### src/rtl/regfile_pkg.sv
// Shared types, defaults and helpers for the 2-read/1-write register file.
package regfile_pkg;

  localparam int unsigned DATA_W_DEF = 4;
  localparam int unsigned ADDR_W_DEF = 4;
  // Widest entry the parity helper accepts; narrower data is zero-extended.
  localparam int unsigned PAR_MAX_W  = 64;

  typedef enum logic {
    IDLE  = 1'b0,
    CLEAR = 1'b1
  } clr_state_t;

  // Even-parity bit: data plus this bit always holds an even number of ones.
  function automatic logic even_par(input logic [PAR_MAX_W-1:0] data);
    return ^data;
  endfunction

endpackage

### src/rtl/register_file_2r1w_if.sv
// Datapath-facing bus of the register file; parity signals exist only with REGFILE_PARITY_EN.
interface register_file_2r1w_if
  import regfile_pkg::*;
#(
  parameter int unsigned DATA_W = DATA_W_DEF,
  parameter int unsigned ADDR_W = ADDR_W_DEF
) ();

  logic              wr_en;
  logic [ADDR_W-1:0] wr_addr;
  logic [DATA_W-1:0] wr_data;
  logic              rd_en_a;
  logic [ADDR_W-1:0] rd_addr_a;
  logic [DATA_W-1:0] rd_data_a;
  logic              rd_en_b;
  logic [ADDR_W-1:0] rd_addr_b;
  logic [DATA_W-1:0] rd_data_b;
  logic              clr_req;
  logic              busy;
`ifdef REGFILE_PARITY_EN
  logic              inj_par_err;
  logic              par_err_a;
  logic              par_err_b;
`endif

  modport master (
    output wr_en, wr_addr, wr_data,
    output rd_en_a, rd_addr_a, rd_en_b, rd_addr_b,
    output clr_req,
`ifdef REGFILE_PARITY_EN
    output inj_par_err,
    input  par_err_a, par_err_b,
`endif
    input  rd_data_a, rd_data_b, busy
  );

  modport slave (
    input  wr_en, wr_addr, wr_data,
    input  rd_en_a, rd_addr_a, rd_en_b, rd_addr_b,
    input  clr_req,
`ifdef REGFILE_PARITY_EN
    input  inj_par_err,
    output par_err_a, par_err_b,
`endif
    output rd_data_a, rd_data_b, busy
  );

endinterface

### src/rtl/regfile_read_port.sv
// One read port: write-first bypass, zero-register masking, output register
// and (with REGFILE_PARITY_EN) the parity check registered alongside the data.
module regfile_read_port
  import regfile_pkg::*;
#(
  parameter int unsigned DATA_W   = DATA_W_DEF,
  parameter int unsigned ADDR_W   = ADDR_W_DEF,
  parameter int unsigned ZERO_REG = 0
) (
  input  logic              clk,
  input  logic              rst,
  input  logic              rd_en,
  input  logic [ADDR_W-1:0] rd_addr,
  input  logic [DATA_W-1:0] mem_data,
  input  logic              wr_en,
  input  logic [ADDR_W-1:0] wr_addr,
  input  logic [DATA_W-1:0] wr_data,
`ifdef REGFILE_PARITY_EN
  input  logic              mem_par,
  input  logic              wr_par,
  output logic              par_err,
`endif
  output logic [DATA_W-1:0] rd_data
);

  logic              bypass_hit;
  logic              zero_hit;
  logic [DATA_W-1:0] rd_data_d, rd_data_q;
`ifdef REGFILE_PARITY_EN
  logic              par_err_d, par_err_q;
`endif

  // Select the read source (zero / bypassed write / array) and hold when not enabled.
  always_comb begin
    bypass_hit = wr_en && (wr_addr == rd_addr);
    zero_hit   = (ZERO_REG != 0) && (rd_addr == '0);
    rd_data_d  = rd_data_q;
`ifdef REGFILE_PARITY_EN
    par_err_d  = par_err_q;
`endif
    if (rd_en) begin
      if (zero_hit) begin
        rd_data_d = '0;
`ifdef REGFILE_PARITY_EN
        par_err_d = 1'b0;
`endif
      end else if (bypass_hit) begin
        rd_data_d = wr_data;
`ifdef REGFILE_PARITY_EN
        par_err_d = even_par(PAR_MAX_W'(wr_data)) ^ wr_par;
`endif
      end else begin
        rd_data_d = mem_data;
`ifdef REGFILE_PARITY_EN
        par_err_d = even_par(PAR_MAX_W'(mem_data)) ^ mem_par;
`endif
      end
    end
  end

  // Output register.
  always_ff @(posedge clk) begin
    if (rst) begin
      rd_data_q <= '0;
`ifdef REGFILE_PARITY_EN
      par_err_q <= 1'b0;
`endif
    end else begin
      rd_data_q <= rd_data_d;
`ifdef REGFILE_PARITY_EN
      par_err_q <= par_err_d;
`endif
    end
  end

  assign rd_data = rd_data_q;
`ifdef REGFILE_PARITY_EN
  assign par_err = par_err_q;
`endif

endmodule

### src/rtl/register_file_2r1w.sv
// 2-read/1-write register file with write-first bypass and a background clear engine.
// Optional per-entry even parity is enabled by defining REGFILE_PARITY_EN.
module register_file_2r1w
  import regfile_pkg::*;
#(
  parameter int unsigned DATA_W   = DATA_W_DEF,
  parameter int unsigned ADDR_W   = ADDR_W_DEF,
  parameter int unsigned ZERO_REG = 0
) (
  input logic                 clk,
  input logic                 rst,
  register_file_2r1w_if.slave bus
);

  localparam int unsigned DEPTH = 2 ** ADDR_W;

  clr_state_t        state_d, state_q;
  logic [ADDR_W-1:0] clr_ptr_d, clr_ptr_q;
  logic              busy_d, busy_q;

  logic [DATA_W-1:0] mem_d [DEPTH];
  logic [DATA_W-1:0] mem_q [DEPTH];

  // Effective write of the cycle: clear write has priority, external write otherwise.
  logic              wen;
  logic [ADDR_W-1:0] waddr;
  logic [DATA_W-1:0] wdata;

  logic [DATA_W-1:0] rd_data_a, rd_data_b;

`ifdef REGFILE_PARITY_EN
  logic [DEPTH-1:0]  par_d, par_q;
  logic              wpar;
  logic              par_err_a, par_err_b;
`endif

  // Clear FSM state register.
  always_ff @(posedge clk) begin
    if (rst) begin
      state_q   <= IDLE;
      clr_ptr_q <= '0;
      busy_q    <= 1'b0;
    end else begin
      state_q   <= state_d;
      clr_ptr_q <= clr_ptr_d;
      busy_q    <= busy_d;
    end
  end

  // Clear FSM next state; clr_req during CLEAR is ignored.
  always_comb begin
    state_d = state_q;
    unique case (state_q)
      IDLE:    if (bus.clr_req) state_d = CLEAR;
      CLEAR:   if (clr_ptr_q == ADDR_W'(DEPTH - 1)) state_d = IDLE;
      default: state_d = IDLE;
    endcase
  end

  // Clear FSM outputs: sweep pointer and busy flag.
  always_comb begin
    clr_ptr_d = clr_ptr_q;
    busy_d    = (state_d == CLEAR);
    unique case (state_q)
      IDLE:    if (bus.clr_req) clr_ptr_d = '0;
      CLEAR:   clr_ptr_d = clr_ptr_q + ADDR_W'(1);
      default: clr_ptr_d = '0;
    endcase
  end

  // Write arbitration; external writes are dropped while clearing.
  always_comb begin
    if (state_q == CLEAR) begin
      wen   = 1'b1;
      waddr = clr_ptr_q;
      wdata = '0;
`ifdef REGFILE_PARITY_EN
      wpar  = 1'b0;
`endif
    end else begin
      wen   = bus.wr_en;
      waddr = bus.wr_addr;
      wdata = bus.wr_data;
`ifdef REGFILE_PARITY_EN
      wpar  = even_par(PAR_MAX_W'(bus.wr_data)) ^ bus.inj_par_err;
`endif
    end
    if ((ZERO_REG != 0) && (waddr == '0)) wen = 1'b0;
  end

  // Array next state.
  always_comb begin
    mem_d = mem_q;
    if (wen) mem_d[waddr] = wdata;
`ifdef REGFILE_PARITY_EN
    par_d = par_q;
    if (wen) par_d[waddr] = wpar;
`endif
  end

  // Array storage.
  always_ff @(posedge clk) begin
    if (rst) begin
      mem_q <= '{default: '0};
`ifdef REGFILE_PARITY_EN
      par_q <= '0;
`endif
    end else begin
      mem_q <= mem_d;
`ifdef REGFILE_PARITY_EN
      par_q <= par_d;
`endif
    end
  end

  regfile_read_port #(
    .DATA_W   (DATA_W),
    .ADDR_W   (ADDR_W),
    .ZERO_REG (ZERO_REG)
  ) u_port_a (
    .clk      (clk),
    .rst      (rst),
    .rd_en    (bus.rd_en_a),
    .rd_addr  (bus.rd_addr_a),
    .mem_data (mem_q[bus.rd_addr_a]),
    .wr_en    (wen),
    .wr_addr  (waddr),
    .wr_data  (wdata),
`ifdef REGFILE_PARITY_EN
    .mem_par  (par_q[bus.rd_addr_a]),
    .wr_par   (wpar),
    .par_err  (par_err_a),
`endif
    .rd_data  (rd_data_a)
  );

  regfile_read_port #(
    .DATA_W   (DATA_W),
    .ADDR_W   (ADDR_W),
    .ZERO_REG (ZERO_REG)
  ) u_port_b (
    .clk      (clk),
    .rst      (rst),
    .rd_en    (bus.rd_en_b),
    .rd_addr  (bus.rd_addr_b),
    .mem_data (mem_q[bus.rd_addr_b]),
    .wr_en    (wen),
    .wr_addr  (waddr),
    .wr_data  (wdata),
`ifdef REGFILE_PARITY_EN
    .mem_par  (par_q[bus.rd_addr_b]),
    .wr_par   (wpar),
    .par_err  (par_err_b),
`endif
    .rd_data  (rd_data_b)
  );

  assign bus.rd_data_a = rd_data_a;
  assign bus.rd_data_b = rd_data_b;
  assign bus.busy      = busy_q;
`ifdef REGFILE_PARITY_EN
  assign bus.par_err_a = par_err_a;
  assign bus.par_err_b = par_err_b;
`endif

endmodule

### src/flat_wrapper.sv
// flat-port wrapper written by rule: the top's interface ports become plain ports
module register_file_2r1w_flat import regfile_pkg::*;
#(
  parameter int unsigned DATA_W   = DATA_W_DEF,
  parameter int unsigned ADDR_W   = ADDR_W_DEF,
  parameter int unsigned ZERO_REG = 0
)
  (clk, rst, bus_wr_en, bus_wr_addr, bus_wr_data, bus_rd_en_a, bus_rd_addr_a, bus_rd_en_b, bus_rd_addr_b, bus_clr_req, bus_rd_data_a, bus_rd_data_b, bus_busy);
  register_file_2r1w_if #(.DATA_W(DATA_W), .ADDR_W(ADDR_W)) bus_i ();
  input logic clk;
  input logic rst;
  input wire logic [$bits(bus_i.wr_en)-1:0] bus_wr_en;
  input wire logic [$bits(bus_i.wr_addr)-1:0] bus_wr_addr;
  input wire logic [$bits(bus_i.wr_data)-1:0] bus_wr_data;
  input wire logic [$bits(bus_i.rd_en_a)-1:0] bus_rd_en_a;
  input wire logic [$bits(bus_i.rd_addr_a)-1:0] bus_rd_addr_a;
  input wire logic [$bits(bus_i.rd_en_b)-1:0] bus_rd_en_b;
  input wire logic [$bits(bus_i.rd_addr_b)-1:0] bus_rd_addr_b;
  input wire logic [$bits(bus_i.clr_req)-1:0] bus_clr_req;
  output wire logic [$bits(bus_i.rd_data_a)-1:0] bus_rd_data_a;
  output wire logic [$bits(bus_i.rd_data_b)-1:0] bus_rd_data_b;
  output wire logic [$bits(bus_i.busy)-1:0] bus_busy;
  assign bus_i.wr_en = bus_wr_en;
  assign bus_i.wr_addr = bus_wr_addr;
  assign bus_i.wr_data = bus_wr_data;
  assign bus_i.rd_en_a = bus_rd_en_a;
  assign bus_i.rd_addr_a = bus_rd_addr_a;
  assign bus_i.rd_en_b = bus_rd_en_b;
  assign bus_i.rd_addr_b = bus_rd_addr_b;
  assign bus_i.clr_req = bus_clr_req;
  assign bus_rd_data_a = bus_i.rd_data_a;
  assign bus_rd_data_b = bus_i.rd_data_b;
  assign bus_busy = bus_i.busy;
  register_file_2r1w #(.DATA_W(DATA_W), .ADDR_W(ADDR_W), .ZERO_REG(ZERO_REG)) u_core (.clk(clk), .rst(rst), .bus(bus_i));
endmodule
### config.mk
export PLATFORM = sky130hd
export DESIGN_NAME = register_file_2r1w_flat
export DESIGN_NICKNAME = d
export VERILOG_FILES = /design/src/rtl/regfile_pkg.sv /design/src/rtl/register_file_2r1w_if.sv /design/src/rtl/regfile_read_port.sv /design/src/rtl/register_file_2r1w.sv /design/src/flat_wrapper.sv
export SDC_FILE = /design/constraint.sdc
export NUM_CORES = 1
export LEC_CHECK = 0
export CAP_MARGIN = 20
export CORE_AREA = 2 2 96 98
export CTS_CLUSTER_DIAMETER = 150
export CTS_CLUSTER_SIZE = 12
export DETAILED_ROUTE_END_ITERATION = 6
export DIE_AREA = 0 0 98 100
export PLACE_DENSITY = 0.68
export SETUP_SLACK_MARGIN = 0.4
export SLEW_MARGIN = 10
export SYNTH_ARGS = -nofsm -noshare
export SYNTH_HDL_FRONTEND = slang
export SYNTH_SLANG_ARGS = --single-unit
### constraint.sdc
create_clock -name clk -period 4.4 [get_ports clk]
set_clock_uncertainty 0.2 [all_clocks]
set_input_delay 0.66 -clock clk [delete_from_list [all_inputs] [get_ports clk]]
set_output_delay 0.66 -clock clk [all_outputs]
set_load 0.01 [all_outputs]
* Word-level counts from Yosys, hierarchy flattened *
Index checks and enable logic that the tools add are counted.

storage, ports and cells
  bits in registers = 77

cells by class
  add/sub/neg operators = 1
  $lt $le $gt $ge = 4
  equal/unequal tests = 4
  muxes and demuxes = 19
  bitwise operators = 4
  reductions and logical operators = 3

operators by type and width
  cell                                                         count
  bitwise mux 64 bit                                           1
  two-way mux 4 bit                                            10
  binary-select mux 4 bit (select 4 bit)                       2
  demux 4 bit (select 4 bit)                                   1
  greater-or-equal comparator 5 bit (second input constant)    3
  inverter 4 -> 5 bit                                          3
  == test 4 bit                                                2
  case mux 4 bit (2 select lines)                              1
  less-than comparator 5 x 1 -> 1 bit (second input constant)  1
  adder 4 x 1 -> 4 bit (second input constant)                 1
  == test 4 bit (second input constant)                        1
  logical AND 1 bit                                            3
  two-way mux 1 bit                                            3
  inequality test 2 bit (second input constant)                1
  case mux 1 bit (2 select lines)                              1
  inverter 1 bit                                               1

* Logic depth before layout (Yosys ltp) *
  depth after elaboration = 7
  gate-level depth with buffers = 8
  mapped depth without buffers = 5

* By module *
From an unflattened synthesis, not the netlist that was laid out.

second synthesis, totals
  cells, all modules = 421
  area, all modules = 4,406.7 sq um

modules (own cells, without submodules)
  module              instances  cells an instance  area an instance (sq um)  sequential area each (sq um)
  register_file_2r1w  1          357                3,898.7                   1,381.3
  regfile_read_port   2          32                 254.0                     80.1

* Worst setup path before layout *
Ideal clock, no wire load.

  kind = in2reg
  from = input port bus_rd_addr_b[0]
  to = register u_core.u_port_b.rd_data_q[0], in the netlist u_core.u_port_b.rd_data[0]
  arrival = 2.144 ns
  data required time = 4.066 ns
  setup slack = 1.922 ns
  stages = 7
  path buffers = 2
  cell sequence = buf_2 > buf_2 > mux4_2 > a22oi_1 > nand3_1 > mux2i_1 > a211oi_1

on the way
  cells in the longest elaborated chain, start to end = 5
  elaborated cells on any way between the ends = 7
  those cells by class = eq/ne: 1; mux: 4; bitwise: 1; reduce/logical: 1

RTL lines
  item                                                  line                       source
  start: declaration                                    flat_wrapper.sv:18         input wire logic [$bits(bus_i.rd_addr_b)-1:0] bus_rd_addr_b;
  inverter 4 -> 5 bit (not written as such)             register_file_2r1w.sv:146  .mem_data (mem_q[bus.rd_addr_b]),
  binary-select mux 4 bit (select 4 bit)                register_file_2r1w.sv:146
  two-way mux 4 bit (not written as such) (2 in a row)  register_file_2r1w.sv:146
  two-way mux 4 bit (*)                                 regfile_read_port.sv:47    end else if (bypass_hit) begin
  end signal: assignment                                regfile_read_port.sv:69    rd_data_q <= rd_data_d;
  end: declaration                                      regfile_read_port.sv:28    logic [DATA_W-1:0] rd_data_d, rd_data_q;

Every way passes the cells marked *; elsewhere a longest branch is shown, timed or not. The select of a mux whose other input is x is not followed.
A chain may end at the register's enable or synchronous reset.

* Worst setup path after layout *
  from = input port bus_rd_addr_a[0]
  to = register u_core.u_port_a.rd_data_q[3], in the netlist u_core.u_port_a.rd_data[3]

on the way
  cells in the longest elaborated chain, start to end = 5
  elaborated cells on any way between the ends = 7
  those cells by class = eq/ne: 1; mux: 4; bitwise: 1; reduce/logical: 1

RTL lines
  item                                                  line                       source
  start: declaration                                    flat_wrapper.sv:16         input wire logic [$bits(bus_i.rd_addr_a)-1:0] bus_rd_addr_a;
  inverter 4 -> 5 bit (not written as such)             register_file_2r1w.sv:125  .mem_data (mem_q[bus.rd_addr_a]),
  binary-select mux 4 bit (select 4 bit)                register_file_2r1w.sv:125
  two-way mux 4 bit (not written as such) (2 in a row)  register_file_2r1w.sv:125
  two-way mux 4 bit (*)                                 regfile_read_port.sv:47
  end signal: assignment                                regfile_read_port.sv:69
  end: declaration                                      regfile_read_port.sv:28

Marks and branches as above.

==> reports/results.txt <==
Across the VDD grid, the largest voltage drop is 0.126 mV. The worst min-delay path class is register to register. The signal on the critical path passes through clkdlybuf4s50_1 -> mux4_2 -> a22oi_1 -> nand3_1 -> mux2i_1 -> a211oi_1.

The run gives 0 as the total count of max-transition violations in the final report. Most frequent cell after synthesis: nor2_1. The synthesized netlist cell count was 421; the effective utilization at floorplan was 0.479.

The top-level I/O count is 31, and the final antenna-violating net count is 0. For this run the aggregate overflow at the end of global routing stands at 0. The final cycle utilization of the critical path is 0.691, and the xor-xnor portion of the synthesized cell area is 0.0206. The total count of hold-check failures in the final report was 0; the longest individual stage delay on the worst path was 1.07 ns. In this run, CTS created clock tree buffers numbering 9. The average wire length per cell after detail routing was 18.7 um; the number of nets at the end of the flow was 452. Predominant post-synthesis flop cell: dfxtp_1. The tools report the row count as 35. Compound-gate portion of the synthesized area: 0.0553. TritonCTS built the clock tree. In the post-synthesis netlist, the biggest area contributors are dfxtp_1 (36%), mux2i_1 (17%), mux4_2 (17%).

Dividing the synthesized area by the synthesized cell count gives 10.1 um2. The worst setup path is launched from a primary input. The final core area utilization was 0.542. The synthesized netlist net count is 444.

During synthesis, Yosys emitted a total of 0 warnings. The number of global-route vias before repair came out at 3136. The area share of fa/ha/maj cells after synthesis works out to 0.00294. Setup violations remaining at the end of the flow were counted as 0.

For the pin with the worst max-slew slack, the measured transition is 0.940 ns. For the detailed placement HPWL, the log shows 7.17 mm. Setup repair after global routing left no endpoint under its margin. Data arrives at the worst endpoint at 3.06 ns. For this design the static power due to leakage is 1.97 nW. The clock tree synthesis step divided the H-tree into 3 levels. Of all nets on the critical path, the largest fanout is 13. The first global-routing pass estimated 16.7 mm of wire. In the final timing run, aggregate negative setup slack is 0 ns. The run gives 0.217 as the overall global routing resource usage. The first routing iteration left 179 violations.

For the worst max-slew margin expressed relative to the limit, the log shows 0.371. For the fmax, the log shows 0.329 GHz. The run gives 0 as the number of antenna violations at the first check in global routing. The placer's final routability congestion estimate is 0.904. For the DRC violation count after routing, the log shows 0. STA classifies the critical path endpoint as a register. Data on the critical path is required at its endpoint by 4.42 ns. Power spread over the standard cell area amounts to 332 mW/mm2. The repair_antennas step left the layout with diodes totalling 0. The total via count after detailed routing is 3222, and the number of distinct library cell variants in the gate-level netlist after synthesis is 38.

Area share of the leading cell type in the synthesized netlist: 0.362. The flow ran to the end, and the final reports show no timing, DRC or antenna violations. Path type of the worst setup path: primary input to register. The count of clock tree sinks was 77; the number of post-CTS setup repair buffers was 0. The mux share of post-synthesis cell area is 0.352, and the post-cts gate resize count is 0.

The die covers 0.00980 mm2. Yosys mapped a number of flops with a built-in enable equal to 0. The total iterations of the first detailed-routing run is 5. The area of the placeable core was 0.00889 mm2; the number of buffers inserted for hold repair after clock tree synthesis was 0. The final period demand of the worst path came out at 3.04 ns. The tool flagged a number of max-cap violations equal to 0. Sorting the synthesized cells by how often they occur yields nor2_1 (81), dfxtp_1 (77), mux2i_1 (74), mux4_2 (32), clkbuf_1 (25).

The buffer and inverter count on the worst path came out at 1. In this design, the largest share of critical-path delay is due to buffers and inverters. The clock transition at the registers of the reported paths works out to 0.09 ns. The number of buffer cells added on primary ports came out at 30. The root buffer cell chosen for the clock tree is clkbuf_8. In this run the horizontal extent of the chip is 98 um. The tightest hold path in the finished design has a slack of 0.290 ns.

After detailed routing, the total wire length is 10.2 mm. The number of synthesized register bits is 77, and the source-to-sink clock delay at the later pin of the worst-skew pair is 0.36 ns. The share of async-settable or async-resettable flops after synthesis was 0; the y dimension of the die was 100 um.

The cell taking the most area after synthesis is dfxtp_1. After synthesis, the largest family of logic cells by area is multiplexers. The slowest stage of the critical path belongs to the cell clkdlybuf4s50_1. The layout-stage area growth over the synthesis result is 13.1%.

The run gives 41 as the pin count of the biggest net entering global routing. The maximum count of clock buffers along a single path came out at 2. Summing every instance area after synthesis gives 0.00426 mm2.

The share of post-route cells with drive strength above 1 was 0.141; the proportion of synthesized chip area in sequential cells was 0.362. The simple-gate share of the synthesized area works out to 0.158. In the routed layout, each cell is associated on average with a via count of 5.91.
[stage by stage]
step / instances / power, mW / worst slack [ns] / instance area, um2
detailed placement: 529 / 0.929 / 0.954 / 4560
finish: 545 / 1.60 / 1.36 / 4810
floorplan: 421 / 0.870 / 1.92 / 4260
global route: 545 / 1.66 / 1.21 / 4810
global placement: 529 / 0.927 / 0.994 / 4560
CTS: 545 / 1.61 / 1.33 / 4810
[where the power goes]
part,switching [mW],leakage (nW),internal [mW]
combinational,0.106,1.22,0.0857
sequential,0.0134,0.623,0.709
clock,0.287,0.129,0.398
[per-layer routing]
metal / vias to the layer above / wire length, um / track usage
li1: 1514 / - / -
met1: 1565 / 4520 / 0.288
met2: 126 / 4780 / 0.353
met3: 17 / 686 / 0.0522
met4: 0 / 227 / 0.0716
met5: - / 0 / 0
[worst min-delay path, stage by stage (launching register included)]
cell and delay (ns):
dfxtp_1 0.32, nor2_1 0.08, a211oi_1 0.05
[kinds of logic after synthesis]
logic type | count (synthesis)
xor+xnor | 10
mux | 108
fa+ha+maj | 1
buf+inv | 45
flops | 77
compound gates | 33
simple gates | 147
[state kept, by name, summed over array words and instances (netlist names)]
register	count
u_core.u_port_a.rd_data	4
u_core.u_port_b.rd_data	4
u_core.mem_q	64
u_core.bus.busy	1
u_core.clr_ptr_q	4
[layout by cell type, fill, tap and decap left out, drive strengths merged, types with 4 or more instances in the layout]
| master | n |
|---|---|
| nor2 | 81 |
| dfxtp | 77 |
| mux2i | 76 |
| mux4 | 32 |
| clkdlybuf4s50 | 29 |
| nand2 | 19 |
| nand3 | 19 |
| nor2b | 13 |
| clkbuf | 10 |
| buf | 10 |
| a22oi | 9 |
| a211oi | 9 |
| xnor2 | 7 |
| a21oi | 5 |
| inv | 4 |
[layout make-up]
| cell class | instances | area, um2 |
|---|---|---|
| Inverter | 3 | 11.3 |
| Multi-Input combinational cell | 299 | 2500 |
| Tap cell | 111 | 139 |
| Fill cell | 783 | 4080 |
| Timing Repair Buffer | 39 | 363 |
| Clock inverter | 6 | 119 |
| Clock buffer | 10 | 138 |
| Sequential cell | 77 | 1540 |
[final timing paths]
kind                                            startpoint                    endpoint  slack, ns  cells after the start
worst min register to register  u_core.u_port_a.rd_data[1]  u_core.u_port_a.rd_data[1]       0.29                      2
worst max register to register             u_core.bus.busy            u_core.mem_q[27]       1.69                      6
worst min-delay path            u_core.u_port_a.rd_data[1]  u_core.u_port_a.rd_data[1]       0.29                      2
worst max-delay path                      bus_rd_addr_a[0]  u_core.u_port_a.rd_data[3]       1.36                      6
No activity file was read; power rests on OpenSTA's default activity.
==> patch 1 (same flow settings) <==
Reset style: asynchronous (`rst`), changed in 3 clocked blocks.
--- a/src/rtl/regfile_read_port.sv
+++ b/src/rtl/regfile_read_port.sv
@@ -59,7 +59,7 @@
   end
 
   // Output register.
-  always_ff @(posedge clk) begin
+  always_ff @(posedge clk or posedge rst) begin
     if (rst) begin
       rd_data_q <= '0;
 `ifdef REGFILE_PARITY_EN
--- a/src/rtl/register_file_2r1w.sv
+++ b/src/rtl/register_file_2r1w.sv
@@ -35,7 +35,7 @@
 `endif
 
   // Clear FSM state register.
-  always_ff @(posedge clk) begin
+  always_ff @(posedge clk or posedge rst) begin
     if (rst) begin
       state_q   <= IDLE;
       clr_ptr_q <= '0;
@@ -99,7 +99,7 @@
   end
 
   // Array storage.
-  always_ff @(posedge clk) begin
+  always_ff @(posedge clk or posedge rst) begin
     if (rst) begin
       mem_q <= '{default: '0};
 `ifdef REGFILE_PARITY_EN
Formal check against the unedited RTL: differs if rst is asserted again (counterexample within 4 cycles, from zero or initial values and one cycle with rst high); with rst held inactive, the same outputs for 4 cycles.
==> patch 1 against the unedited design <==
Setup slack better by 210 ps; non-clock buffer count is 3 higher; routed wire length is 1.2% higher; area after synthesis is 3.7% higher; final cell count is 12% lower; cell area is 3.8% higher; sequential cell count stayed put; first-iteration DRC count is 23% lower; synthesized cell count is 19% lower.
Power is not compared: it rests on default switching activity, and its combinational part moved more than twofold at a synthesized area within 25%.
==> patch 1: results (changes against the unedited design) <==
* Vias in the first global route at 3,065 (was 3,136)
* First-pass GRT wire length at 16,840 um (was 16,730 um)
* Placed Area at 4777 um^2 (was 4558 um^2)
* Adder-cell area share of the yosys netlist at 0.2834% (was 0.2940%)
* Routability cong. at 0.9079 (was 0.9041)
* Routed len/inst at 21.48 um (was 18.73 um)
* Critical Path AT at 2860 ps (was 3060 ps)
* Worst Path Max Fanout at 11 (was 13)
* Yosys top cell area share at 43.65% (was 36.22%)
* Mapped Nets at 365 (was 444)
* DR WL met3 at 590 um (was 686 um)
* Nonclk buf count at 42 (was 39)
* Nets@finish at 388 (was 452)
* Pre-CTS WS at 1187 ps (was 953.8 ps)
* Synth Area in Compound Gates at 4.875% (was 5.528%)
* Hpwl dp at 7345 um (was 7169 um)
* Pwr Total at between 0.002 and 0.003 W
* ClkCell Share at 3.855% (was 5.327%)
* Area contributors post-synth: dfrtp_1, mux2_2, mux4_2 (was dfxtp_1, mux2i_1, mux4_2)
* Fraction of area in registers at 38.55% (was 32.02%)
* Outcome: completed (unchanged)
* Max_slew headroom at 39.86% (was 37.15%)
* Met1 global-route usage at 29.98% (was 28.78%)
* Unique masters post-synth at 34 (was 38)
* Non-clk buf share at 8.210% (was 7.536%)
* Seq pwr share at a little over two fifths
* 1st-pass router iterations at 4 (was 5)
* Multi-input combinational area share at 46.21% (was 52.00%)
* Met1 WL at 4480 um (was 4515 um)
* Crit path max-delay family: buffers and inverters (unchanged)
* Met3 global-route usage at 3.273% (was 5.223%)
* Layout cells sized above 1 at 34.86% (was 14.06%)
* Detailed-route via count at 2,927 (was 3,222)
* M2 GR Usage at 36.56% (was 35.30%)
* Comb_multi_in at 230 (was 299)
* Inverters at 5 (was 3)
* Multiplexer area fraction after synthesis at 36.00% (was 35.20%)
* Synth Area in XOR/XNOR at 1.984% (was 2.058%)
* Syn_area_per_cell at 12.91 um^2 (was 10.11 um^2)
* Post-Route WL at 10,330 um (was 10,210 um)
* Initial DRC count at 138 (was 179)
* GRT Overall Usage at 22.41% (was 21.72%)
* Top post-synthesis cells by count: dfrtp_1, mux2_2, mux4_2 (was nor2_1, dfxtp_1, mux2i_1)
* Number of fill cells at 724 (was 783)
* Sw Pwr at around 0.0010 W
patch 1: changes by cell type after synthesis, moves of 4 or more:
cell      delta
clkbuf_1    -15
a211oi_1     -9
nor2_1      -65
nand2_1      +4
mux2i_1     -64
mux2_2      +65
a21oi_1      +5
dfxtp_1     -77
buf_2        +4
dfrtp_1     +77
patch 1: worst paths after layout:
check | slack [ps] | cells past startpoint | to | start
max | 1570 | 7 | u_core.u_port_b.rd_data[3] | bus_rd_addr_b[2]
min | 320 | 2 | u_core.u_port_a.rd_data[3] | u_core.u_port_a.rd_data[3]
max reg2reg | 1960 | 4 | u_core.mem_q[11] | u_core.state_q
min reg2reg | 320 | 2 | u_core.u_port_a.rd_data[3] | u_core.u_port_a.rd_data[3]
max in group asynchronous | 2540 | 3 | u_core.mem_q[47] | rst
min in group asynchronous | 590 | 2 | u_core.mem_q[29] | rst
==> patch 2 (same settings) <==
Without the edit above. Change the package constant `DATA_W_DEF` from 4 to 5.
--- a/src/rtl/regfile_pkg.sv
+++ b/src/rtl/regfile_pkg.sv
@@ -1,7 +1,7 @@
 // Shared types, defaults and helpers for the 2-read/1-write register file.
 package regfile_pkg;
 
-  localparam int unsigned DATA_W_DEF = 4;
+  localparam int unsigned DATA_W_DEF = 5;
   localparam int unsigned ADDR_W_DEF = 4;
   // Widest entry the parity helper accepts; narrower data is zero-extended.
   localparam int unsigned PAR_MAX_W  = 64;
Ports: changed (resized bus_rd_data_a, bus_rd_data_b and bus_wr_data); port bits go from 31 to 34. No check against the original RTL was run, so the function may have changed too.
==> patch 2 against the unedited design <==
Sequential share of layout area increased by 1.3 points; sequential cell count up 18; hold slack better by 4.5 ps; cell area is 19% higher; count of clock-buffer cells in the layout grew 1; sequential power rose by 22%; critical path type unchanged; total power increased by 11%; combinational power up 11%; setup slack better by 170 ps; area after synthesis up 21%; routed wire length up 25%; via count is 19% higher.
==> patch 2: results (changes against the unedited design) <==
* Outcome: completed (unchanged)
* Worst Path Max Fanout at 18 (was 13)
* Hold Startpoint: u_core.u_port_b.rd_data[0] (was u_core.u_port_a.rd_data[1])
* Detailed-route via count at 3,848 (was 3,222)
* GRT Overall Usage at 26.87% (was 21.72%)
* Layout cells sized above 1 at 15.88% (was 14.06%)
* Synth Area in Compound Gates at 5.791% (was 5.528%)
* R2r endpoint: u_core.mem_q[3] (was u_core.mem_q[27])
* Unique masters post-synth at 45 (was 38)
* Hold endpoint: u_core.u_port_b.rd_data[0] (was u_core.u_port_a.rd_data[1])
* R2r setup slk at 2070 ps (was 1690 ps)
* Worst Reg-to-Reg Cells at 5 (was 6)
* Number of fill cells at 730 (was 783)
* Max reg flops at 80 (was 64)
* Largest stage delay, worst path at 1120 ps (was 1070 ps)
* Tightest Pin Transition at 1021 ps (was 939.8 ps)
* Vias in the first global route at 3,618 (was 3,136)
* Top post-synthesis cells by count: dfxtp_1, nor2_1, mux2i_1 (was nor2_1, dfxtp_1, mux2i_1)
* Number of port buffers at 33 (was 30)
* Initial DRC count at 266 (was 179)
* Adder-cell area share of the yosys netlist at 0.2423% (was 0.2940%)
* Routability cong. at 0.8958 (was 0.9041)
* Mapped Nets at 520 (was 444)
* Critical Path AT at 2930 ps (was 3060 ps)
* Multiplexer area fraction after synthesis at 34.04% (was 35.20%)
* Nets@finish at 529 (was 452)
* Initial antenna violation count at 0 (unchanged)
* Worst vdd ir at 0.1895 mV (was 0.1260 mV)
* Area contributors post-synth: dfxtp_1, mux4_2, mux2i_1 (was dfxtp_1, mux2i_1, mux4_2)
* Hold WS at 294.6 ps (was 290.1 ps)
* First-pass GRT wire length at 20,400 um (was 16,730 um)
* Pre-CTS WS at 1188 ps (was 953.8 ps)
* Seq/Total Area, Yosys at 36.83% (was 36.22%)
patch 2: area by class of cell:
class,count,share of cell area (%)
Clock buffer,11,2.653
Clock inverter,5,1.491
Inverter,2,0.1316
Multi-Input combinational cell,356,53.21
Sequential cell,95,33.33
Tap cell,111,2.434
Timing Repair Buffer,41,6.753
patch 2: critical path: cells and delay by family:
family                 cells  cell delay, ps
AO/OA/AOI/OAI              1              90
AND/OR/NAND/NOR            2             250
buffers and inverters      2            1420
multiplexers               1             500
patch 2: report_power, final:
group	switching, W	total (W)	internal [W]
registers	0.0000110	0.000883	0.000872
logic	0.000125	0.000214	0.0000889
clock network	0.000324	0.000680	0.000356
total	0.000461	0.00178	0.00132
patch 2: stage by stage:
stage	cell area, um^2	total power [W]	cells
floorplan	5164	0.001055	496
global placement	5470	0.001112	605
finish	5707	0.001778	621
detailed placement	5470	0.001115	605
global route	5707	0.001843	621
CTS	5707	0.001784	621
patch 2: worst max-delay path by stage:
stage,startpoint,to,slack [ps],cells after the start
floorplan,bus_rd_addr_a[0],u_core.u_port_a.rd_data[1],2210,5
global placement,bus_rd_addr_b[2],u_core.u_port_b.rd_data[1],1200,6
detailed placement,bus_rd_addr_b[2],u_core.u_port_b.rd_data[1],1190,6
CTS,bus_rd_addr_b[2],u_core.u_port_b.rd_data[1],1540,6
global route,bus_rd_addr_b[2],u_core.u_port_b.rd_data[1],1430,6
finish,bus_rd_addr_b[2],u_core.u_port_b.rd_data[1],1530,6
patch 2: routing by layer:
layer	wire length [um]	track usage (%)	vias up	share of wire (%)
li1	-	-	1805	-
met1	5895	38.64	1904	46
met2	5945	42.26	126	46
met3	783	5.153	13	6.1
met4	168	6.838	0	1.3
met5	0	0	-	0
